==> src/rtl/fsm_pattern_gen.sv <==
// Stimulus transmitter for the 2-bit (q1,q2) sequence detector.
// Plays clean, aborted or odd re-entry symbol bursts per accepted command
// and tracks the detector's expected count alongside the driven symbols.
//
//   state  | meaning
//   -------+-------------------------------------------------------
//   IDLE   | waiting for a command, q=00, cmd_ready=1
//   GAP    | IDLE_GAP cycles of 00 ahead of each repetition
//   ODD    | first 01 symbol
//   ODD2   | second 01 symbol (odd re-entry mode only)
//   EVEN   | 10 symbol
//   FIN    | 11 symbol, held for cmd_hold+1 cycles
//   ABORT  | single 00 symbol ending an aborted repetition
module fsm_pattern_gen #(
  parameter int IDLE_GAP = 2,
  parameter int REP_W    = 4,
  parameter int HOLD_W   = 4
) (
  input  logic              clk,
  input  logic              reset,
  input  logic              cmd_valid,
  output logic              cmd_ready,
  input  logic [1:0]        cmd_mode,
  input  logic [REP_W-1:0]  cmd_reps,
  input  logic [HOLD_W-1:0] cmd_hold,
  output logic              q1,
  output logic              q2,
  output logic              busy,
  output logic              done,
  output logic [1:0]        exp_count
);

  // One counter serves both the gap length and the fin dwell.
  localparam int CNT_W = (HOLD_W > 4) ? HOLD_W : 4;
  localparam logic [CNT_W-1:0] GAP_LOAD = CNT_W'(IDLE_GAP - 1);

  localparam logic [2:0] S_IDLE  = 3'd0;
  localparam logic [2:0] S_GAP   = 3'd1;
  localparam logic [2:0] S_ODD   = 3'd2;
  localparam logic [2:0] S_ODD2  = 3'd3;
  localparam logic [2:0] S_EVEN  = 3'd4;
  localparam logic [2:0] S_FIN   = 3'd5;
  localparam logic [2:0] S_ABORT = 3'd6;

  logic [2:0]        state, state_nxt;
  logic [CNT_W-1:0]  cnt, cnt_nxt;
  logic [REP_W-1:0]  rep_cnt, rep_nxt;
  logic [1:0]        mode_r;
  logic [HOLD_W-1:0] hold_r;
  logic              accept, end_rep;
  logic [1:0]        q, prev_q, sym_nxt, exp_nxt;

  assign busy      = (state != S_IDLE);
  assign cmd_ready = !busy;
  assign accept    = cmd_valid && (state == S_IDLE);
  assign end_rep   = ((state == S_FIN) && (cnt == '0)) || (state == S_ABORT);
  assign q1        = q[1];
  assign q2        = q[0];

  // Next state, gap/dwell counter and repetition counter.
  always_comb begin
    state_nxt = state;
    cnt_nxt   = cnt;
    rep_nxt   = rep_cnt;
    case (state)
      S_IDLE: begin
        if (cmd_valid) begin
          state_nxt = S_GAP;
          cnt_nxt   = GAP_LOAD;
          rep_nxt   = (cmd_reps == '0) ? REP_W'(1) : cmd_reps;
        end
      end
      S_GAP: begin
        if (cnt == '0) state_nxt = S_ODD;
        else           cnt_nxt   = cnt - CNT_W'(1);
      end
      S_ODD: begin
        case (mode_r)
          2'd1:    state_nxt = S_ABORT;
          2'd3:    state_nxt = S_ODD2;
          default: state_nxt = S_EVEN;
        endcase
      end
      S_ODD2: state_nxt = S_EVEN;
      S_EVEN: begin
        if (mode_r == 2'd2) begin
          state_nxt = S_ABORT;
        end else begin
          state_nxt = S_FIN;
          cnt_nxt   = CNT_W'(hold_r);
        end
      end
      S_FIN: begin
        if (cnt != '0) cnt_nxt = cnt - CNT_W'(1);
      end
      S_ABORT: ;
      default: state_nxt = S_IDLE;
    endcase
    if (end_rep) begin
      rep_nxt = rep_cnt - REP_W'(1);
      if (rep_cnt == REP_W'(1)) begin
        state_nxt = S_IDLE;
      end else begin
        state_nxt = S_GAP;
        cnt_nxt   = GAP_LOAD;
      end
    end
  end

  // Symbol for the state being entered, so q lines up with the state.
  always_comb begin
    case (state_nxt)
      S_ODD, S_ODD2: sym_nxt = 2'b01;
      S_EVEN:        sym_nxt = 2'b10;
      S_FIN:         sym_nxt = 2'b11;
      default:       sym_nxt = 2'b00;
    endcase
  end

  // Detector model: next count from the symbol currently on the wire.
  always_comb begin
    case (exp_count)
      2'b00:   exp_nxt = (q == 2'b01 && prev_q != 2'b01) ? 2'b01 : 2'b00;
      2'b01:   exp_nxt = (q == 2'b10) ? 2'b10 : (q == 2'b01) ? 2'b01 : 2'b00;
      default: exp_nxt = (q == 2'b11) ? 2'b11 : (q == 2'b01) ? 2'b01 : 2'b00;
    endcase
  end

  // Sequencer registers and command latch.
  always_ff @(posedge clk) begin
    if (!reset) begin
      state   <= S_IDLE;
      cnt     <= '0;
      rep_cnt <= '0;
      mode_r  <= 2'd0;
      hold_r  <= '0;
      done    <= 1'b0;
      q       <= 2'b00;
    end else begin
      state   <= state_nxt;
      cnt     <= cnt_nxt;
      rep_cnt <= rep_nxt;
      done    <= (state != S_IDLE) && (state_nxt == S_IDLE);
      q       <= sym_nxt;
      if (accept) begin
        mode_r <= cmd_mode;
        hold_r <= cmd_hold;
      end
    end
  end

  // Expected detector count, lagging q by one cycle.
  always_ff @(posedge clk) begin
    if (!reset) begin
      exp_count <= 2'b00;
      prev_q    <= 2'b00;
    end else begin
      exp_count <= exp_nxt;
      prev_q    <= q;
    end
  end

endmodule

==> config.mk <==
export PLATFORM = sky130hd
export DESIGN_NAME = fsm_pattern_gen
export DESIGN_NICKNAME = d
export VERILOG_FILES = /design/src/rtl/fsm_pattern_gen.sv
export SDC_FILE = /design/constraint.sdc
export NUM_CORES = 1
export LEC_CHECK = 0
export ABC_CLOCK_PERIOD_IN_PS = 1800
export CAP_MARGIN = 10
export CORE_MARGIN = 5
export CORE_UTILIZATION = 35
export CTS_CLUSTER_DIAMETER = 30
export DETAILED_ROUTE_END_ITERATION = 10
export PLACE_DENSITY = 0.59
export REMOVE_ABC_BUFFERS = 1
export SYNTH_ARGS = -nofsm -noshare
export SYNTH_HDL_FRONTEND = slang
export SYNTH_SLANG_ARGS = --single-unit
export TNS_END_PERCENT = 50
==> constraint.sdc <==
create_clock -name clk -period 1.8 [get_ports clk]
set_input_delay 0.36 -clock clk [delete_from_list [all_inputs] [get_ports clk]]
set_output_delay 0.36 -clock clk [all_outputs]
set_load 0.05 [all_outputs]
==> out/qor.yml <==
outcome:
  status: "finished clean"
timing:
  hold_viol_final: 0
  fin_ws_ns: 0.0373
  rsz0062_at_grt: "true"
  worst_pin_slew_ns: 0.390
  post-route-period-util_pct: 97.9
  fmax_ghz: 0.567
  skew_ns: 0.00259
  relSlewSlack_pct: 73.8
  period_minus_slack_ns: 1.76
  drv_slew: 0
  setup_viol: 0
routing:
  wl_mm: 3.16
  wire_per_inst_um: 12.9
  vias: 1247
  ant_nets: 0
  viasPerCell: 5.11
  drc: 0
  firstDrtPassIters: 4
  drt-initial-drc-count: 46
critical_path:
  critical_path_arrival_ns: 1.40
  path_depth: 4
  crit_slowest_cell: "or3_4"
  critPathMaxStageDelay_ns: 0.39
  critPathCaptureType: "output pin"
  cp_cell_sequence: "buf_4 > or3_4 > inv_2 > buf_12"
  critPathTopFamily: "simple AND/OR/NAND/NOR gates"
  required_ns: 1.44
  worstSetupPathType: "register to output pin"
  worstSetupStartpointType: "register"
  worstRegToRegCells: 8
  critical_path.max_fanout: 3
  path_buf_inv: 3
place:
  dp_hpwl_mm: 2.45
  post-place-ws_ns: -0.125
  gp_congestion: 0.869
  port_buffers: 19
global_routing:
  gr-usage-all-layers_pct: 13.3
  antenna_found_initial: 0
  use_met3_pct: 3.09
  met2_usage_pct: 20.9
  grt_pass1_vias: 1233
  grt.busiest_layer: "met2"
  grt_pass1_wl_mm: 5.49
  use_met1_pct: 16.7
  grt_overflow_total: 0
  grt_max_degree: 15
layout:
  nets: 213
  fillers: 364
  syn_to_final_growth_pct: 32.4
  fin_util_pct: 47.5
  antennaDiodeCount: 0
  drive_gt1_share_pct: 23.0
pwr:
  leakage_nw: 0.693
  max-vdd-ir-drop_mv: 0.581
  sw_frac_of_total_pct: 38.7
  internal_power_mw: 1.59
  pwr-share-clk_pct: 18.4
  p_per_area_mw_per_mm2: 1490
  p_total_mw: 2.60
  pwr-share-seq_pct: 28.9
  power_frac_comb_pct: 52.7
  p_switching_mw: 1.01
yosys:
  yosys_warnings: 0
  synth_cells: 164
  synth.most_common_cell: "dfxtp_1"
  synth-simple-area-share_pct: 26.3
  netlist_area_mm2: 0.00131
  avgSynthCellArea_um2: 8.01
  seq_area_frac_synth_pct: 36.6
  synth_top_family_by_area: "simple AND/OR/NAND/NOR gates"
  ys_top_cells_by_area: "dfxtp_1 (37%), a21oi_1 (8.8%), nand2_1 (6.6%)"
  synth_top_cell_by_area: "dfxtp_1"
  yosys-top-cells-count: "dfxtp_1 (24), a21oi_1 (23), nand2_1 (23), nor2_1 (14)"
  synth_edf_count: 0
  synthMuxAreaShare_pct: 1.62
  ys_types: 40
  synth_compound_area_share_pct: 25.6
  synth_seq_cells: 24
  synth_ff_type: "dfxtp_1"
  synth_top_area_share_pct: 36.6
  synthAdderAreaFrac_pct: 2.86
  synth_xor_xnor_area_share_pct: 0
  synthArstFlopShare_pct: 0
floorplan:
  chipHeight_um: 71.3
  pin_count: 20
  die_area_mm2: 0.00508
  num_rows: 22
  core_mm2: 0.00366
  initial_core_util_pct: 35.9
  die_width_um: 71.3
min_path:
  min_delay_path_depth: 2
  min-delay-path-class: "register to register"
clock_network:
  clockBufferDepth: 2
  cts.clk_slew.worst_paths_ns: 0.09
  clockRootBuffer: "clkbuf_8"
  cts_tree: "built"
  clock_latency_ns: 0.27
  numCtsBuffers: 3
  clkSinkCount: 24
  htree_num_levels: 1
  cts_setup_buffers: 0
run:
  drv_cap: 0
## power by group through the flow
stage	clock network (mW)	logic (mW)	registers, mW
after global placement	0	1.31	0.754
after floorplan	0	0.696	0.845
after CTS	0.494	1.33	0.746
final	0.478	1.37	0.752
after global routing	0.511	1.49	0.766
after detailed placement	0	1.33	0.757
## flip-flops by register name (all words and copies together) (netlist names)
register / flops
prev_q: 2
exp_count: 2
mode_r: 2
hold_r: 4
done: 1
cnt: 4
rep_cnt: 4
state: 3
q: 2
## through the flow
step	instances	setup TNS, ns	area [um^2]	hold WS (ns)
global route	244	-0.0473	1740	0.493
finish	244	0	1740	0.475
detailed placement	240	-0.174	1650	0.460
floorplan	154	-0.394	1250	0.432
CTS	244	0	1720	0.478
global placement	240	-0.128	1650	0.459
## final timing paths
kind / start / endpoint / slack (ns)
worst max register to register: cnt[0] / q[0] / 0.06
worst min register to register: hold_r[0] / hold_r[0] / 0.48
worst max-delay path: state[0] / cmd_ready / 0.04
worst min-delay path: hold_r[0] / hold_r[0] / 0.48
## worst register-to-register path: cells and delay by family, from the launching register on
kind / cells / cell delay, ns
and+or+nand+nor: 3 / 0.60
AOI/OAI and AO/OA: 2 / 0.37
DFF: 1 / 0.33
adders and majority gates: 1 / 0.20
buffers and inverters: 2 / 0.19
## logic make-up (layout without fill, tap and decap cells)
group / count (synthesis) / after routing
adder cells (fa/ha/maj): 3 / 3
AND/OR/NAND/NOR: 64 / 64
multiplexers: 2 / 2
flip-flops: 24 / 24
AO/OA/AOI/OAI: 53 / 53
buffers and inverters: 18 / 50
## layout make-up
class / count / area (um^2) / area share (%)
Timing Repair Buffer: 38 / 340 / 19.6
Sequential cell: 24 / 483 / 27.8
Multi-Input combinational cell: 122 / 754 / 43.4
Clock buffer: 3 / 41.3 / 2.37
Clock inverter: 1 / 30.0 / 1.73
Tap cell: 48 / 60.1 / 3.45
Inverter: 8 / 30.0 / 1.73
## what timing repair did
action                     4_1_cts  5_1_grt
setup endpoints to repair        0        6
hold buffers                     0        0
gates resized for setup          0        7
## cell usage in the layout, fill, tap and decap left out, types with 5 or more instances in the layout
cell and n:
buf_4 24, nand2_1 22, a21oi_1 22, dfxtp_1 22, nor2_1 14, clkdlybuf4s50_1 12, inv_1 7, o21ai_0 7
nor3_1 5
## routing by layer
metal	share of wire [%]	vias up
met5	0	-
met1	45	568
met3	4.6	7
li1	-	645
met2	48	27
met4	2.3	0
No activity file was read; power rests on OpenSTA's default activity.
